==> config.mk <==
export PLATFORM = sky130hd
export DESIGN_NAME = motor_pwm_ctrl
export DESIGN_NICKNAME = d
export VERILOG_FILES = /design/src/rtl/motor_pwm_pkg.sv /design/src/rtl/motor_pwm_channel.sv /design/src/rtl/motor_pwm_ctrl.sv
export SDC_FILE = /design/constraint.sdc
export NUM_CORES = 1
export LEC_CHECK = 0
export BUFFER_PORTS_ARGS = -buffer_cell sky130_fd_sc_hd__buf_2
export CORE_ASPECT_RATIO = 1.1
export CORE_MARGIN = 1.5
export CORE_UTILIZATION = 54
export CTS_CLUSTER_DIAMETER = 150
export DETAILED_ROUTE_END_ITERATION = 7
export HOLD_SLACK_MARGIN = 0.02
export PLACE_DENSITY_LB_ADDON = 0.15
export RECOVER_POWER = 100
export SLEW_MARGIN = 0
export SYNTH_ARGS = -nofsm -noshare
export SYNTH_HDL_FRONTEND = slang
export SYNTH_SLANG_ARGS = --single-unit
==> constraint.sdc <==
create_clock -name clk -period 5.86 [get_ports clk]
set_input_delay 1.172 -clock clk [delete_from_list [all_inputs] [get_ports clk]]
set_output_delay 1.172 -clock clk [all_outputs]
set_load 0.02 [all_outputs]
==> src/rtl/motor_pwm_pkg.sv <==
// Shared types and speed-to-duty mapping for the multi-channel motor PWM controller.
package motor_pwm_pkg;

  localparam int unsigned SPEED_W = 3;
  localparam int unsigned N_CODES = 8;

  typedef enum logic [SPEED_W-1:0] {
    SPD_STOP = 3'd0,
    SPD_65   = 3'd1,
    SPD_75   = 3'd2,
    SPD_85   = 3'd3,
    SPD_95   = 3'd4,
    SPD_RSV5 = 3'd5,
    SPD_RSV6 = 3'd6,
    SPD_RSV7 = 3'd7
  } speed_code_t;

  // Percent of period per speed code; reserved codes stop the motor.
  localparam logic [6:0] SPEED_PCT [N_CODES] = '{
    7'd0, 7'd65, 7'd75, 7'd85, 7'd95, 7'd0, 7'd0, 7'd0
  };

  // Floored PERIOD*pct/100; only ever called with constant arguments.
  function automatic logic [31:0] duty_from_code(input speed_code_t code,
                                                 input longint unsigned period);
    longint unsigned prod;
    prod = period * 64'(SPEED_PCT[code]);
    return 32'(prod / 64'd100);
  endfunction

endpackage

==> src/rtl/motor_pwm_channel.sv <==
// One motor channel: rate-limited duty ramp, safe direction reversal, brake and PWM compare.
module motor_pwm_channel
  import motor_pwm_pkg::*;
#(
  parameter int unsigned CNT_W     = 21,
  parameter int unsigned PERIOD    = 1_000_000,
  parameter int unsigned RAMP_STEP = 50_000
) (
  input  logic             clk,
  input  logic             reset,
  input  logic [CNT_W-1:0] i_cnt,
  input  logic             i_pend,
  input  speed_code_t      i_code,
  input  logic             i_dir_req,
  input  logic             i_brake,
  output logic             o_pwm,
  output logic             o_dir,
  output logic             o_at_speed
);

  localparam int unsigned       EXT_W = CNT_W + 1;
  localparam logic [EXT_W-1:0]  STEP  = EXT_W'(RAMP_STEP);

  logic [CNT_W-1:0] w_tgt_tbl [N_CODES];

  logic [CNT_W-1:0] r_duty;
  logic [CNT_W-1:0] r_tgt;
  logic             r_dir;
  logic             r_pwm;
  logic             r_at;

  logic [EXT_W-1:0] w_duty_ext;
  logic [EXT_W-1:0] w_tgt_ext;
  logic [EXT_W-1:0] w_eff_tgt;
  logic [EXT_W-1:0] w_ramp_up;
  logic [EXT_W-1:0] w_ramp_dn;
  logic [CNT_W-1:0] w_duty_nxt;
  logic [CNT_W-1:0] w_tgt_nxt;
  logic             w_dir_nxt;
  logic             w_pwm_nxt;
  logic             w_at_nxt;

  // Constant target table, one entry per speed code.
  for (genvar k = 0; k < int'(N_CODES); k++) begin : g_tgt
    assign w_tgt_tbl[k] = CNT_W'(duty_from_code(speed_code_t'(3'(k)), 64'(PERIOD)));
  end

  // Duty only moves at period end so no pulse is cut short; brake overrides at once.
  always_comb begin
    w_duty_ext = {1'b0, r_duty};
    w_tgt_ext  = {1'b0, w_tgt_tbl[i_code]};
    w_eff_tgt  = (i_dir_req != r_dir) ? '0 : w_tgt_ext;
    w_ramp_up  = w_duty_ext + STEP;
    w_ramp_dn  = (w_duty_ext > STEP) ? (w_duty_ext - STEP) : '0;
    w_duty_nxt = r_duty;
    w_tgt_nxt  = r_tgt;
    w_dir_nxt  = r_dir;
    w_pwm_nxt  = (i_cnt < r_duty);
    w_at_nxt   = (r_duty == r_tgt) && (r_dir == i_dir_req) && !i_brake;

    if (i_pend) begin
      w_tgt_nxt = w_tgt_tbl[i_code];
    end

    if (i_brake) begin
      w_duty_nxt = '0;
    end else if (i_pend) begin
      if ((i_dir_req != r_dir) && (r_duty == '0)) begin
        w_dir_nxt = i_dir_req;
      end else if (w_duty_ext < w_eff_tgt) begin
        w_duty_nxt = CNT_W'((w_ramp_up < w_eff_tgt) ? w_ramp_up : w_eff_tgt);
      end else if (w_duty_ext > w_eff_tgt) begin
        w_duty_nxt = CNT_W'((w_ramp_dn > w_eff_tgt) ? w_ramp_dn : w_eff_tgt);
      end
    end
  end

  always_ff @(posedge clk) begin
    if (reset) begin
      r_duty <= '0;
      r_tgt  <= '0;
      r_dir  <= 1'b0;
      r_pwm  <= 1'b0;
      r_at   <= 1'b0;
    end else begin
      r_duty <= w_duty_nxt;
      r_tgt  <= w_tgt_nxt;
      r_dir  <= w_dir_nxt;
      r_pwm  <= w_pwm_nxt;
      r_at   <= w_at_nxt;
    end
  end

  assign o_pwm      = r_pwm;
  assign o_dir      = r_dir;
  assign o_at_speed = r_at;

endmodule

==> src/rtl/motor_pwm_ctrl.sv <==
// N-channel motor PWM controller: one shared period counter feeding independent channels.
module motor_pwm_ctrl
  import motor_pwm_pkg::*;
#(
  parameter int unsigned N_CH      = 2,
  parameter int unsigned CNT_W     = 21,
  parameter int unsigned PERIOD    = 1_000_000,
  parameter int unsigned RAMP_STEP = 50_000
) (
  input  logic                    clk,
  input  logic                    reset,
  input  logic [SPEED_W*N_CH-1:0] speed_code,
  input  logic [N_CH-1:0]         dir_req,
  input  logic [N_CH-1:0]         brake,
  output logic [N_CH-1:0]         pwm,
  output logic [N_CH-1:0]         dir,
  output logic [N_CH-1:0]         at_speed
);

  localparam logic [CNT_W-1:0] CNT_MAX = CNT_W'(PERIOD - 1);

  logic [CNT_W-1:0] r_cnt;
  logic             w_pend;

  assign w_pend = (r_cnt == CNT_MAX);

  always_ff @(posedge clk) begin
    if (reset) begin
      r_cnt <= '0;
    end else if (w_pend) begin
      r_cnt <= '0;
    end else begin
      r_cnt <= r_cnt + CNT_W'(1);
    end
  end

  for (genvar i = 0; i < int'(N_CH); i++) begin : g_ch
    motor_pwm_channel #(
      .CNT_W     (CNT_W),
      .PERIOD    (PERIOD),
      .RAMP_STEP (RAMP_STEP)
    ) u_ch (
      .clk        (clk),
      .reset      (reset),
      .i_cnt      (r_cnt),
      .i_pend     (w_pend),
      .i_code     (speed_code_t'(speed_code[SPEED_W*i +: SPEED_W])),
      .i_dir_req  (dir_req[i]),
      .i_brake    (brake[i]),
      .o_pwm      (pwm[i]),
      .o_dir      (dir[i]),
      .o_at_speed (at_speed[i])
    );
  end

endmodule

-- Yosys cells after proc, flatten, opt, wreduce, memory -nomap -nowiden
Memory sizes are Yosys's and may differ from the RTL's.
Cells that the tools add are included.
- $lt $le $gt $ge: 14
- multiplexer cells: 16
- add/subtract/negate cells: 5
- reduce and logical (&&, ||, !) cells: 19
- bitwise operators: 6
- equal/unequal tests: 7
- operators by type and width (operator ; number):
    $mux 21 ; 14
    $add 21x16->22 const B ; 2
    $gt 21x22->1 ; 2
    $gt 22x21->1 ; 2
    $lt 21x22->1 ; 2
    $lt 22x21->1 ; 2
    $mux 22 ; 2
    $sub 21x16->22 const B ; 2
    $eq 21x21->1 ; 2
    $gt 21x16->1 const B ; 2
    $logic_not 21->1 ; 2
    $lt 21x21->1 ; 2
    $add 21x1->21 const B ; 1
    $eq 21x20->1 const B ; 1
    $reduce_and 3->1 ; 4
    $ge 4x4->1 const B ; 2
    $not 3->4 ; 2
    $logic_and 1x1->1 ; 6
    $reduce_or 2->1 ; 3
    $not 1->1 ; 4
    $reduce_bool 2->1 ; 2
    $eq 1x1->1 ; 2
    $logic_not 1->1 ; 2
    $ne 1x1->1 ; 2
- bits in read-only memories: 336
- memories: 2
- logic and storage cells: 80
- bits in registers: 111
- memory list (memory ; words ; bits a word ; read ports ; clocked after memory_dff ; wr ports ; line ; text):
    (name not given) ; 8 ; 21 ; 1 ; 0 ; 0 ; motor_pwm_channel.sv:62 ; w_tgt_nxt = w_tgt_tbl[i_code];
    (name not given) ; 8 ; 21 ; 1 ; 0 ; 0 ; motor_pwm_channel.sv:51 ; w_tgt_ext = {1'b0, w_tgt_tbl[i_code]};

-- Depth between registers and ports, before layout
Gate-level depths: netlist of the first run.
- word-level depth: 9
- gate-level depth with buffers: 19

-- Hierarchy
From an unflattened synthesis of the first run, not the netlist that was laid out.
- cells, all modules: 1155
- area total of the unflattened synthesis: 9205.1 µm²
- by module, submodules not included (module ; instances ; cells an instance ; area an instance (µm²)):
    motor_pwm_channel (g_ch[0].u_ch) ; 1 ; 537 ; 4206.5
    motor_pwm_channel (g_ch[1].u_ch) ; 1 ; 510 ; 4057.6
    motor_pwm_ctrl ; 1 ; 108 ; 940.9

-- Least setup slack after synthesis of the first run
OpenSTA, ideal clock, no wires.
- path type: in2reg
- start: input port dir_req[0]
- end: register g_ch[0].u_ch.r_duty[0]
- cell stages on the path: 12
- path buffers: 1
- slack: 1528 ps
- arrival time: 4217 ps
- setup time: 115 ps
- cell sequence: xnor2_1 -> clkbuf_1 -> nand2_1 -> ha_1 -> a21oi_1 -> o21ai_0 -> a2111o_1 -> a221o_1 -> o211ai_1 -> nor2_1 -> or3_4 -> and3_1
- longest elaborated chain between the ends: 6
- elaborated cells on any way between the ends: 14
- those cells by class: 4 x order compare; 1 x eq/ne; 5 x mux; 1 x bitwise; 3 x reduce/logical
- RTL lines (element ; line ; text):
    start, declared ; motor_pwm_ctrl.sv:13 ; input logic [N_CH-1:0] dir_req,
    $ne 1x1->1 (*) ; motor_pwm_channel.sv:52, motor_pwm_channel.sv:68 ;
    $mux 21 ; motor_pwm_channel.sv:52 ; w_eff_tgt = (i_dir_req != r_dir) ? '0 : w_tgt_ext;
    $gt 22x21->1 ; motor_pwm_channel.sv:73 ; w_duty_nxt = CNT_W'((w_ramp_dn > w_eff_tgt) ? w_ramp_dn : w_eff_tgt);
    $mux 21 ; motor_pwm_channel.sv:73 ;
    $mux 21 ; motor_pwm_channel.sv:72 ; end else if (w_duty_ext > w_eff_tgt) begin
    $mux 21 ; motor_pwm_channel.sv:70 ; end else if (w_duty_ext < w_eff_tgt) begin
    end signal, assigned ; motor_pwm_channel.sv:86 ; r_duty <= w_duty_nxt;
    end, declared ; motor_pwm_channel.sv:26 ; logic [CNT_W-1:0] r_duty;
Mark *: on every way between the ends. The rest lies on a longest branch, timed or not. The select of a mux whose other input is x is not followed.
A chain may end at the register's enable or synchronous reset.

-- Worst setup path in the final report of the first run
- start: register g_ch[0].u_ch.r_duty[5]
- end: register g_ch[0].u_ch.r_duty[14]
- longest elaborated chain between the ends: 6
- elaborated cells on any way between the ends: 17
- those cells by class: 2 x add/sub; 5 x order compare; 5 x mux; 1 x bitwise; 4 x reduce/logical
- RTL lines (element ; line ; text):
    $sub 21x16->22 / $gt 21x16->1 (equally long branches) ; motor_pwm_channel.sv:54 ; w_ramp_dn = (w_duty_ext > STEP) ? (w_duty_ext - STEP) : '0;
    $mux 22 ; motor_pwm_channel.sv:54 ;
    $gt 22x21->1 ; motor_pwm_channel.sv:73 ;
    $mux 21 ; motor_pwm_channel.sv:73 ;
    $mux 21 ; motor_pwm_channel.sv:72 ;
    $mux 21 ; motor_pwm_channel.sv:70 ;
Several ways; a longest one is shown, not always the timed one. The select of a mux whose other input is x is not followed.

==> flow_metrics.env, run 1 <==
export IMPL_initialDrtViolationCount=1070
export IMPL_cap_violations=0
export IMPL_post_cts_buffers=0
export IMPL_cp_num_buf_inv=2
export IMPL_skew_ps=10.7
export IMPL_slew_headroom=0.307
export IMPL_routedWlPerCell_um=21.6
export IMPL_io_buffers=17
export IMPL_tns_ps=0
export IMPL_ys_seq_elements=87
export IMPL_fin_util=0.579
export IMPL_ctsHoldBuffers=0
export IMPL_crit_family="compound AO/OA/AOI/OAI gates"
export IMPL_overflow=0
export IMPL_hold_start="g_ch[1].u_ch.r_tgt[15]"
export IMPL_grt_pass1_vias=8861
export IMPL_cts_tree="built"
export IMPL_clock_root_buffer="clkbuf_16"
export IMPL_clk_latency_ps=360
export IMPL_diodes=0
export IMPL_gp_congestion=1.08
export IMPL_dr_pass1_iters=5
export IMPL_ant_nets=0
export IMPL_track_usage=0.354
export IMPL_yosysWarningCount=0
export IMPL_routed_wl_um=31500
export IMPL_clk_pin_slew_ps=70
export IMPL_final_max_slew_viol_count=0
export IMPL_rrSetupSlack_ps=620
export IMPL_vias_per_cell=6.47
export IMPL_die_height_um=141
export IMPL_setup_violations=0
export IMPL_synth_edf_count=0
export IMPL_peakVddDrop_uv=134
export IMPL_core_area_um2=17000
export IMPL_slowest_delay_ps=620
export IMPL_initial_utilization=0.549
export IMPL_grt_max_degree=27
export IMPL_htree_levels=3
export IMPL_syn_nets=1396
export IMPL_hold_viol=0
export IMPL_synth_area_leaders="ha_1 21%, dfxtp_1 19%, xnor2_1 6.0%, a21oi_1 5.6%, nor2_1 4.6%"
export IMPL_cts_resized=0
export IMPL_synthDistinctLibCells=77
export IMPL_timing_fmax_mhz=191
export IMPL_path_cells="inv_1 -> ha_1 -> nor2b_1 -> o21ai_0 -> o211a_1 -> nor2_1 -> ha_1 -> a21oi_1 -> o21ai_0 -> a2111o_1 -> a221o_1 -> o211a_1 -> nor2_1 -> clkbuf_1 -> a21boi_1 -> a21oi_1"
export IMPL_leakage_uw=0.00410
export IMPL_final_cells=1455
export IMPL_power_density_nw_per_um2=146
export IMPL_postPlaceCellArea_um2=9540
export IMPL_area_growth_pct=5.29
export IMPL_post_route_period_util=0.895
export IMPL_yosys_area_top_type="ha_1"
export IMPL_synth_ff_type="dfxtp_1"
export IMPL_fp_dieW_um=128
export IMPL_clock_sinks=87
export IMPL_vias=9414
export IMPL_min_period_ps=5240
export IMPL_antenna_found_initial=0
export IMPL_io_pins=18
export IMPL_cts_buffers_inserted=9
export IMPL_final_nets=1383
export IMPL_netlist_instances=1229
export IMPL_dieArea_um2=18000
export IMPL_avgSynthCellArea_um2=7.58
export IMPL_rows=50
export IMPL_post_route_drc_count=0
export IMPL_crit_type="flip-flop to flip-flop"
export IMPL_hold_path_class="flip-flop to flip-flop"
export IMPL_end_kind="flip-flop"
export IMPL_rr_worst_depth=16
export IMPL_cp_arrival_ps=5530
export IMPL_final_area_um2=9810
export IMPL_yosys_area_top_type_share=0.208
export IMPL_dp_cells=1439
export IMPL_worst_slew_pin_slew_ps=1040
export IMPL_whs_path_depth=2
export IMPL_r2r_end="g_ch[0].u_ch.r_duty[14]"
export IMPL_grt_pass1_wl_um=49300
export IMPL_r2r_start="g_ch[0].u_ch.r_duty[5]"
export IMPL_drive_gt1_frac=0.0459
export IMPL_crit_fanout=18
export IMPL_critPathLaunchType="flip-flop"
export IMPL_ys_seq_area_frac=0.187
export IMPL_rsz0062_at_grt="false"
export IMPL_place_hpwl_um=24400
export IMPL_worst_path_max_delay_cell="o211a_1"
export IMPL_whs_endpoint="g_ch[1].u_ch.r_tgt[15]"
export IMPL_status="completed"
export IMPL_cts_path_max_buffers=2
export IMPL_cp_depth=16
export IMPL_critical_path_required_ps=6150
export IMPL_async_reset_ff_frac=0
export IMPL_syn_area_um2=9320
## Yosys cell counts, types with 4 or more instances
| master | instances |
|---|---|
| nand3_1 | 33 |
| nor2_1 | 114 |
| nand2b_1 | 7 |
| and3_1 | 33 |
| a21boi_0 | 4 |
| a221oi_1 | 6 |
| clkbuf_1 | 28 |
| a21o_1 | 21 |
| a21oi_1 | 104 |
| buf_4 | 8 |
| and2_1 | 18 |
| or4_1 | 6 |
| buf_2 | 16 |
| a311oi_1 | 4 |
| ha_1 | 155 |
| nor3_1 | 37 |
| nand2_1 | 102 |
| nor4_1 | 17 |
| a31oi_1 | 12 |
| nor2b_1 | 14 |
| inv_1 | 64 |
| xnor2_1 | 64 |
| o21ai_1 | 6 |
| xor2_1 | 17 |
| o2111ai_1 | 7 |
| o211ai_1 | 7 |
| o21ai_0 | 79 |
| or3_1 | 6 |
| buf_1 | 5 |
| o211a_1 | 4 |
| a211oi_1 | 14 |
| a32oi_1 | 5 |
| dfxtp_1 | 87 |
| nand4_1 | 36 |
| and4_1 | 7 |
| o21a_1 | 7 |
| a22oi_1 | 7 |
## registers in the layout, indices dropped and copies added, names as in the netlist
register and count:
g_ch.u_ch.o_at_speed 2, r_cnt 21, g_ch.u_ch.o_dir 2, g_ch.u_ch.r_tgt 18
g_ch.u_ch.o_pwm 2, g_ch.u_ch.r_duty 42
## worst max path at each step
stage / from / end / slack [ps]
floorplan: dir_req[0] / g_ch[0].u_ch.r_duty[0] / 1530
global placement: speed_code[3] / g_ch[1].u_ch.r_duty[7] / 860
detailed placement: speed_code[3] / g_ch[1].u_ch.r_duty[13] / 730
CTS: g_ch[1].u_ch.r_duty[5] / g_ch[1].u_ch.r_duty[13] / 950
global route: g_ch[0].u_ch.r_duty[5] / g_ch[0].u_ch.r_duty[14] / 290
finish: g_ch[0].u_ch.r_duty[5] / g_ch[0].u_ch.r_duty[14] / 620
## cells in the final DEF, fill, tap and decap left out, drive strengths merged, types with 21 or more instances in the layout
cell,Yosys,final
inv,65,68
and3,34,34
nor3,38,38
nor2,115,115
a21oi,104,104
clkbuf,28,21
ha,155,155
o21ai,85,85
xnor2,64,64
nand3,33,33
nand2,102,102
nand4,36,36
dfxtp,87,87
buf,32,24
a21o,21,21
## per-layer routing
metal / vias up / GRT usage / routed length (um)
met1: 4306 / 0.424 / 12700
met2: 474 / 0.581 / 14300
met3: 163 / 0.0509 / 2010
met5: - / 0 / 0
met4: 0 / 0.252 / 2500
li1: 4471 / - / -
## cell type report
type / instances / area (um^2)
well taps: 234 / 293
clock inverters: 7 / 77.6
clock buffers: 9 / 225
flip-flops and latches: 87 / 1740
fillers: 1640 / 7150
repair buffers: 36 / 203
multi-input cells: 1015 / 7020
inverters: 67 / 251
## logic make-up (layout without fill, tap and decap cells)
kind of cell | after synthesis | count (layout) | synth area share
xor gates and xnor gates | 81 | 81 | 0.0762
buffers and inverters | 127 | 119 | 0.0590
DFF | 87 | 87 | 0.187
muxes | 3 | 3 | 0.00322
AOI/OAI and AO/OA | 330 | 330 | 0.225
adders and majority gates | 155 | 155 | 0.208
and+or+nand+nor | 446 | 446 | 0.241
## where the power goes
group	switching [uW]	internal (uW)	total, uW
clock	274	335	610
combinational	150	75.9	225
sequential	3.19	594	598
## worst min-delay path: stages (launching register included)
cell     delay, ps
dfxtp_1        320
nand2_1         60
a21oi_1         50
## metrics by stage
step	hold WS (ps)	total power, uW	setup WS (ps)
3_5_place_dp	464	834	731
4_1_cts	473	1440	951
6_report	472	1430	618
2_1_floorplan	440	770	1530
5_1_grt	491	1490	293
3_3_place_gp	452	831	861
Note: power is estimated with default switching activity, not from simulation.
==> run 2: changes to the inputs <==
- ABC_AREA: default -> 1
- MAX_ROUTING_LAYER: default -> met4
==> run 2 against run 1 <==
Non-clock buffer count is 14 lower. Power is 4.0% higher. Register-to-register slack better by 110 ps. Utilization is 0.81 points lower. Synthesized cell count is 31% higher. Wire length is 12% higher. Sequential share of layout area is 1.3 points lower.
==> flow_metrics.env, run 2 <==
export IMPL_status="completed"
export IMPL_rrSetupSlack_ps=720
export IMPL_critical_path_required_ps=6150
export IMPL_crit_fanout=11
export IMPL_rows=52
export IMPL_cts_resized=0
export IMPL_timing_fmax_mhz=195
export IMPL_slew_headroom=0.242
export IMPL_io_buffers=17
export IMPL_pre_cts_ws_ps=938
export IMPL_clk_pin_slew_ps=80
export IMPL_clock_root_buffer="clkbuf_16"
export IMPL_dieArea_um2=19900
export IMPL_setup_violations=0
export IMPL_yosys_area_top_type="ha_1"
export IMPL_synthTopCellsByCount="346 x nand2_1, 175 x inv_1, 165 x nand3_1, 165 x nor2_1, 155 x ha_1"
export IMPL_drive_gt1_frac=0.0549
export IMPL_whs_endpoint="g_ch[0].u_ch.r_duty[0]"
export IMPL_whs_path_depth=2
export IMPL_r2r_end="g_ch[1].u_ch.r_duty[14]"
export IMPL_antenna_found_initial=0
export IMPL_post_route_period_util=0.876
export IMPL_synth_ff_type="dfxtp_1"
export IMPL_r2r_start="g_ch[1].u_ch.r_duty[4]"
export IMPL_syn_nets=1773
export IMPL_grt_pass1_wl_um=54400
export IMPL_ant_nets=0
export IMPL_routed_wl_um=35200
export IMPL_grt_max_degree=31
export IMPL_netlist_instances=1606
export IMPL_power_density_nw_per_um2=141
export IMPL_clk_latency_ps=370
export IMPL_crit_type="flip-flop to flip-flop"
export IMPL_postPlaceCellArea_um2=10300
export IMPL_yosys_area_top_type_share=0.188
export IMPL_initialDrtViolationCount=1105
export IMPL_synthDistinctLibCells=53
export IMPL_cp_num_buf_inv=3
export IMPL_initial_utilization=0.555
export IMPL_leakage_uw=0.00538
export IMPL_final_area_um2=10600
export IMPL_critPathLaunchType="flip-flop"
export IMPL_synth_edf_count=0
export IMPL_hold_start="g_ch[0].u_ch.r_duty[0]"
export IMPL_final_max_slew_viol_count=0
export IMPL_dr_pass1_iters=8
export IMPL_cts_tree="built"
export IMPL_synth_area_leaders="ha_1 19%, dfxtp_1 17%, nand2_1 13%, nand3_1 8.0%, a21oi_1 6.6%"
export IMPL_worst_path_max_delay_cell="dfxtp_1"
export IMPL_cap_violations=0
export IMPL_grt_pass1_vias=9993
export IMPL_top_regs="g_ch.u_ch.r_duty x42, r_cnt x21, g_ch.u_ch.r_tgt x18"
export IMPL_htree_levels=3
export IMPL_layout_commonest_cell="nand2_1"
export IMPL_peakVddDrop_uv=139
export IMPL_cp_arrival_ps=5430
export IMPL_fp_dieW_um=135
export IMPL_ys_seq_elements=87
export IMPL_routedWlPerCell_um=19.3
export IMPL_cts_buffers_inserted=9
export IMPL_rr_worst_depth=27
export IMPL_async_reset_ff_frac=0
export IMPL_min_period_ps=5140
export IMPL_end_kind="flip-flop"
export IMPL_post_cts_buffers=0
export IMPL_vias_per_cell=5.99
export IMPL_syn_area_um2=10300
export IMPL_io_pins=18
export IMPL_mostFrequentLayoutCells="352 x nand2_1, 176 x inv_1, 166 x nand3_1"
export IMPL_clock_sinks=87
export IMPL_largest_reg_flops=42
export IMPL_gp_congestion=1.04
export IMPL_fin_ws_ps=725
export IMPL_skew_ps=11.7
export IMPL_slowest_delay_ps=690
export IMPL_fin_util=0.570
export IMPL_cp_common_cell="nand2_1"
export IMPL_hold_path_class="flip-flop to flip-flop"
export IMPL_regMostFlops="g_ch.u_ch.r_duty"
export IMPL_final_nets=1746
export IMPL_die_height_um=148
export IMPL_core_area_um2=18500
export IMPL_place_hpwl_um=27300
export IMPL_crit_family="simple AND/OR/NAND/NOR gates"
export IMPL_hold_viol=0
export IMPL_ys_seq_area_frac=0.169
export IMPL_diodes=0
export IMPL_area_growth_pct=2.68
export IMPL_post_synth_top_count_cell="nand2_1"
export IMPL_dp_cells=1811
export IMPL_overflow=0
export IMPL_tns_ps=0
export IMPL_yosysWarningCount=0
export IMPL_avgSynthCellArea_um2=6.41
export IMPL_post_route_drc_count=0
export IMPL_rsz0062_at_grt="false"
export IMPL_cts_path_max_buffers=2
export IMPL_final_cells=1827
export IMPL_track_usage=0.364
export IMPL_vias=10900
export IMPL_worst_slew_pin_slew_ps=1130
export IMPL_ctsHoldBuffers=0
-- run 2: where the power goes --
| group | internal, uW | switching [uW] | total (uW) | leakage (uW) |
|---|---|---|---|---|
| clock | 347 | 281 | 627 | 0.000150 |
| sequential | 594 | 4.09 | 598 | 0.000702 |
| combinational | 80.8 | 183 | 264 | 0.00453 |
-- run 2: logic make-up (layout without fill, tap and decap cells) --
logic type      count (synthesis)  in the layout  share of synthesized area
compound gates                264            264                      0.141
fa+ha+maj                     155            155                      0.188
buf+inv                       254            232                      0.112
flops                          87             87                      0.169
simple gates                  801            801                      0.351
xor+xnor                       45             45                     0.0383
-- run 2: worst min-delay path: stages, from the launching register on --
cell and delay, ps:
dfxtp_1 300, inv_1 80, nor2_1 50
-- run 2: worst max-delay path by stage --
stage | startpoint | endpoint | cells past startpoint
floorplan | dir_req[1] | g_ch[1].u_ch.r_duty[7] | 18
global placement | dir_req[0] | g_ch[0].u_ch.r_duty[5] | 19
detailed placement | dir_req[0] | g_ch[0].u_ch.r_duty[5] | 19
CTS | dir_req[0] | g_ch[0].u_ch.r_duty[5] | 19
global route | g_ch[1].u_ch.r_duty[4] | g_ch[1].u_ch.r_duty[14] | 27
finish | g_ch[1].u_ch.r_duty[4] | g_ch[1].u_ch.r_duty[14] | 27
-- run 2: area by class of cell --
| type | instances | area, um^2 |
|---|---|---|
| Sequential cell | 87 | 1740 |
| Clock inverter | 5 | 65.1 |
| Tap cell | 243 | 304 |
| Multi-Input combinational cell | 1265 | 7380 |
| Timing Repair Buffer | 22 | 109 |
| Fill cell | 1895 | 7970 |
| Clock buffer | 11 | 243 |
| Inverter | 194 | 733 |
-- run 2: through the flow --
step	hold slack, ps	power [uW]
6_report	474	1490
3_5_place_dp	461	872
4_1_cts	474	1490
2_1_floorplan	437	808
5_1_grt	495	1550
3_3_place_gp	459	869
-- run 2: routing by layer --
metal,GRT usage,wire (um),share of wire,vias to the layer above
met2,0.614,16800,0.48,516
met5,-,0,0,-
li1,-,-,-,5292
met1,0.408,13700,0.39,4961
met4,0.245,2540,0.072,0
met3,0.0322,2140,0.061,173
==> run 3: changes to the inputs <==
- BUFFER_PORTS_ARGS: -buffer_cell sky130_fd_sc_hd__buf_2 -> default
- CORE_UTILIZATION: 54 -> 57
- DONT_BUFFER_PORTS: default -> 1
==> run 3 against run 2 <==
Design area down 0.44%. First-iteration DRC count decreased by 17%. Hold slack got worse by 4.5 ps. Sequential cell count unchanged. Sequential power about the same. Critical path depth down 10. Maximum frequency grew 8.0%. Combinational power shrank 3%. Largest cell class unchanged.
==> flow_metrics.env, run 3 (same netlist as run 2, synthesis figures left out) <==
export IMPL_hold_viol=0
export IMPL_htree_levels=3
export IMPL_regMostFlops="g_ch.u_ch.r_duty"
export IMPL_vias=10700
export IMPL_place_hpwl_um=27800
export IMPL_ctsHoldBuffers=0
export IMPL_rsz0062_at_grt="false"
export IMPL_fin_ws_ps=1110
export IMPL_diodes=0
export IMPL_tns_ps=0
export IMPL_layout_commonest_cell="nand2_1"
export IMPL_end_kind="flip-flop"
export IMPL_antenna_found_initial=0
export IMPL_drive_gt1_frac=0.0548
export IMPL_mostFrequentLayoutCells="347 x nand2_1, 175 x inv_1, 165 x nand3_1, 165 x nor2_1, 155 x ha_1"
export IMPL_clock_root_buffer="clkbuf_16"
export IMPL_track_usage=0.387
export IMPL_rows=51
export IMPL_dr_pass1_iters=6
export IMPL_status="completed"
export IMPL_initialDrtViolationCount=913
export IMPL_routedWlPerCell_um=19.6
export IMPL_grt_pass1_wl_um=54800
export IMPL_io_buffers=0
export IMPL_timing_fmax_mhz=210
export IMPL_skew_ps=11.7
export IMPL_largest_reg_flops=42
export IMPL_overflow=0
export IMPL_dieArea_um2=18900
export IMPL_post_route_drc_count=0
export IMPL_grt_max_degree=31
export IMPL_area_growth_pct=2.24
export IMPL_critPathLaunchType="input port"
export IMPL_slew_headroom=0.218
export IMPL_cap_violations=0
export IMPL_io_pins=18
export IMPL_cts_buffers_inserted=9
export IMPL_initial_utilization=0.583
export IMPL_pre_cts_ws_ps=1230
export IMPL_die_height_um=144
export IMPL_cts_resized=0
export IMPL_worst_slew_pin_slew_ps=1170
export IMPL_final_nets=1730
export IMPL_routed_wl_um=35400
export IMPL_power_density_nw_per_um2=142
export IMPL_final_max_slew_viol_count=0
export IMPL_clk_latency_ps=370
export IMPL_setup_violations=0
export IMPL_met3_usage=0.0498
export IMPL_crit_fanout=19
export IMPL_ant_nets=0
export IMPL_critical_path_required_ps=6120
export IMPL_cp_arrival_ps=5020
export IMPL_fin_util=0.596
export IMPL_clk_pin_slew_ps=70
export IMPL_min_period_ps=4750
export IMPL_crit_type="input port to flip-flop"
export IMPL_leakage_uw=0.00534
export IMPL_grt_busiest_layer="met2"
export IMPL_peakVddDrop_uv=139
export IMPL_grt_use_met2=0.667
export IMPL_gp_congestion=1.06
export IMPL_post_route_period_util=0.811
export IMPL_grt_pass1_vias=10100
export IMPL_vias_per_cell=5.95
export IMPL_gr_usage_met1=0.415
export IMPL_cts_path_max_buffers=2
export IMPL_cts_tree="built"
export IMPL_top_regs="g_ch.u_ch.r_duty x42, r_cnt x21, g_ch.u_ch.r_tgt x18"
export IMPL_post_cts_buffers=0
export IMPL_core_area_um2=17700
export IMPL_n_fill_cell=1820
export IMPL_fp_dieW_um=131
export IMPL_hold_path_class="flip-flop to flip-flop"
export IMPL_clock_sinks=87
## run 3: report_power, final
| part | total, uW | switching (uW) | leakage [uW] | internal (uW) |
|---|---|---|---|---|
| Clock | 639 | 281 | 0.000152 | 357 |
| Sequential | 601 | 6.50 | 0.000702 | 594 |
| Combinational | 257 | 178 | 0.00448 | 78.6 |
## run 3: path summary, 6_finish.rpt
check / start / to / slack, ps / cells after the start
worst max-delay path: speed_code[3] / g_ch[1].u_ch.r_duty[0] / 1110 / 17
worst min-delay path: g_ch[0].u_ch.r_duty[2] / g_ch[0].u_ch.r_duty[2] / 470 / 2
worst max register to register: g_ch[1].u_ch.r_duty[5] / g_ch[1].u_ch.r_duty[0] / 1410 / 27
worst min register to register: g_ch[0].u_ch.r_duty[2] / g_ch[0].u_ch.r_duty[2] / 470 / 2
## run 3: through the flow
step	hold slack [ps]	cell area, um^2	cells	total power, uW
after CTS	472	10500	1806	1500
after floorplan	437	10300	1606	808
after detailed placement	462	10200	1790	865
final	469	10500	1806	1500
after global placement	454	10200	1790	864
after global routing	504	10500	1806	1550
## run 3: critical path, cell delays in order
cell	delay (ps)
inv_1	60
ha_1	290
nand2_1	70
nor2_1	340
inv_1	290
ha_1	350
nand2_1	70
nor2_1	170
nand2_1	80
inv_1	80
o2111ai_1	90
nand3_1	90
clkbuf_1	660
inv_1	480
nand3_1	330
nand3_1	190
and3_1	200
## run 3: area by class of cell
class | count | area [um^2] | share of cell area
clock buffers | 11 | 253 | 0.0240
clock inverters | 5 | 63.8 | 0.00606
inverters | 194 | 733 | 0.0696
multi-input cells | 1265 | 7400 | 0.703
flip-flops and latches | 87 | 1740 | 0.165
well taps | 238 | 298 | 0.0283
repair buffers | 6 | 37.5 | 0.00356
## run 3: layer usage
metal / part of all wire / vias to the layer above / routed length (um)
met2: 0.47 / 459 / 16800
met4: 0.077 / 0 / 2710
met5: 0 / - / 0
met3: 0.056 / 166 / 1990
met1: 0.39 / 4859 / 13900
li1: - / 5258 / -
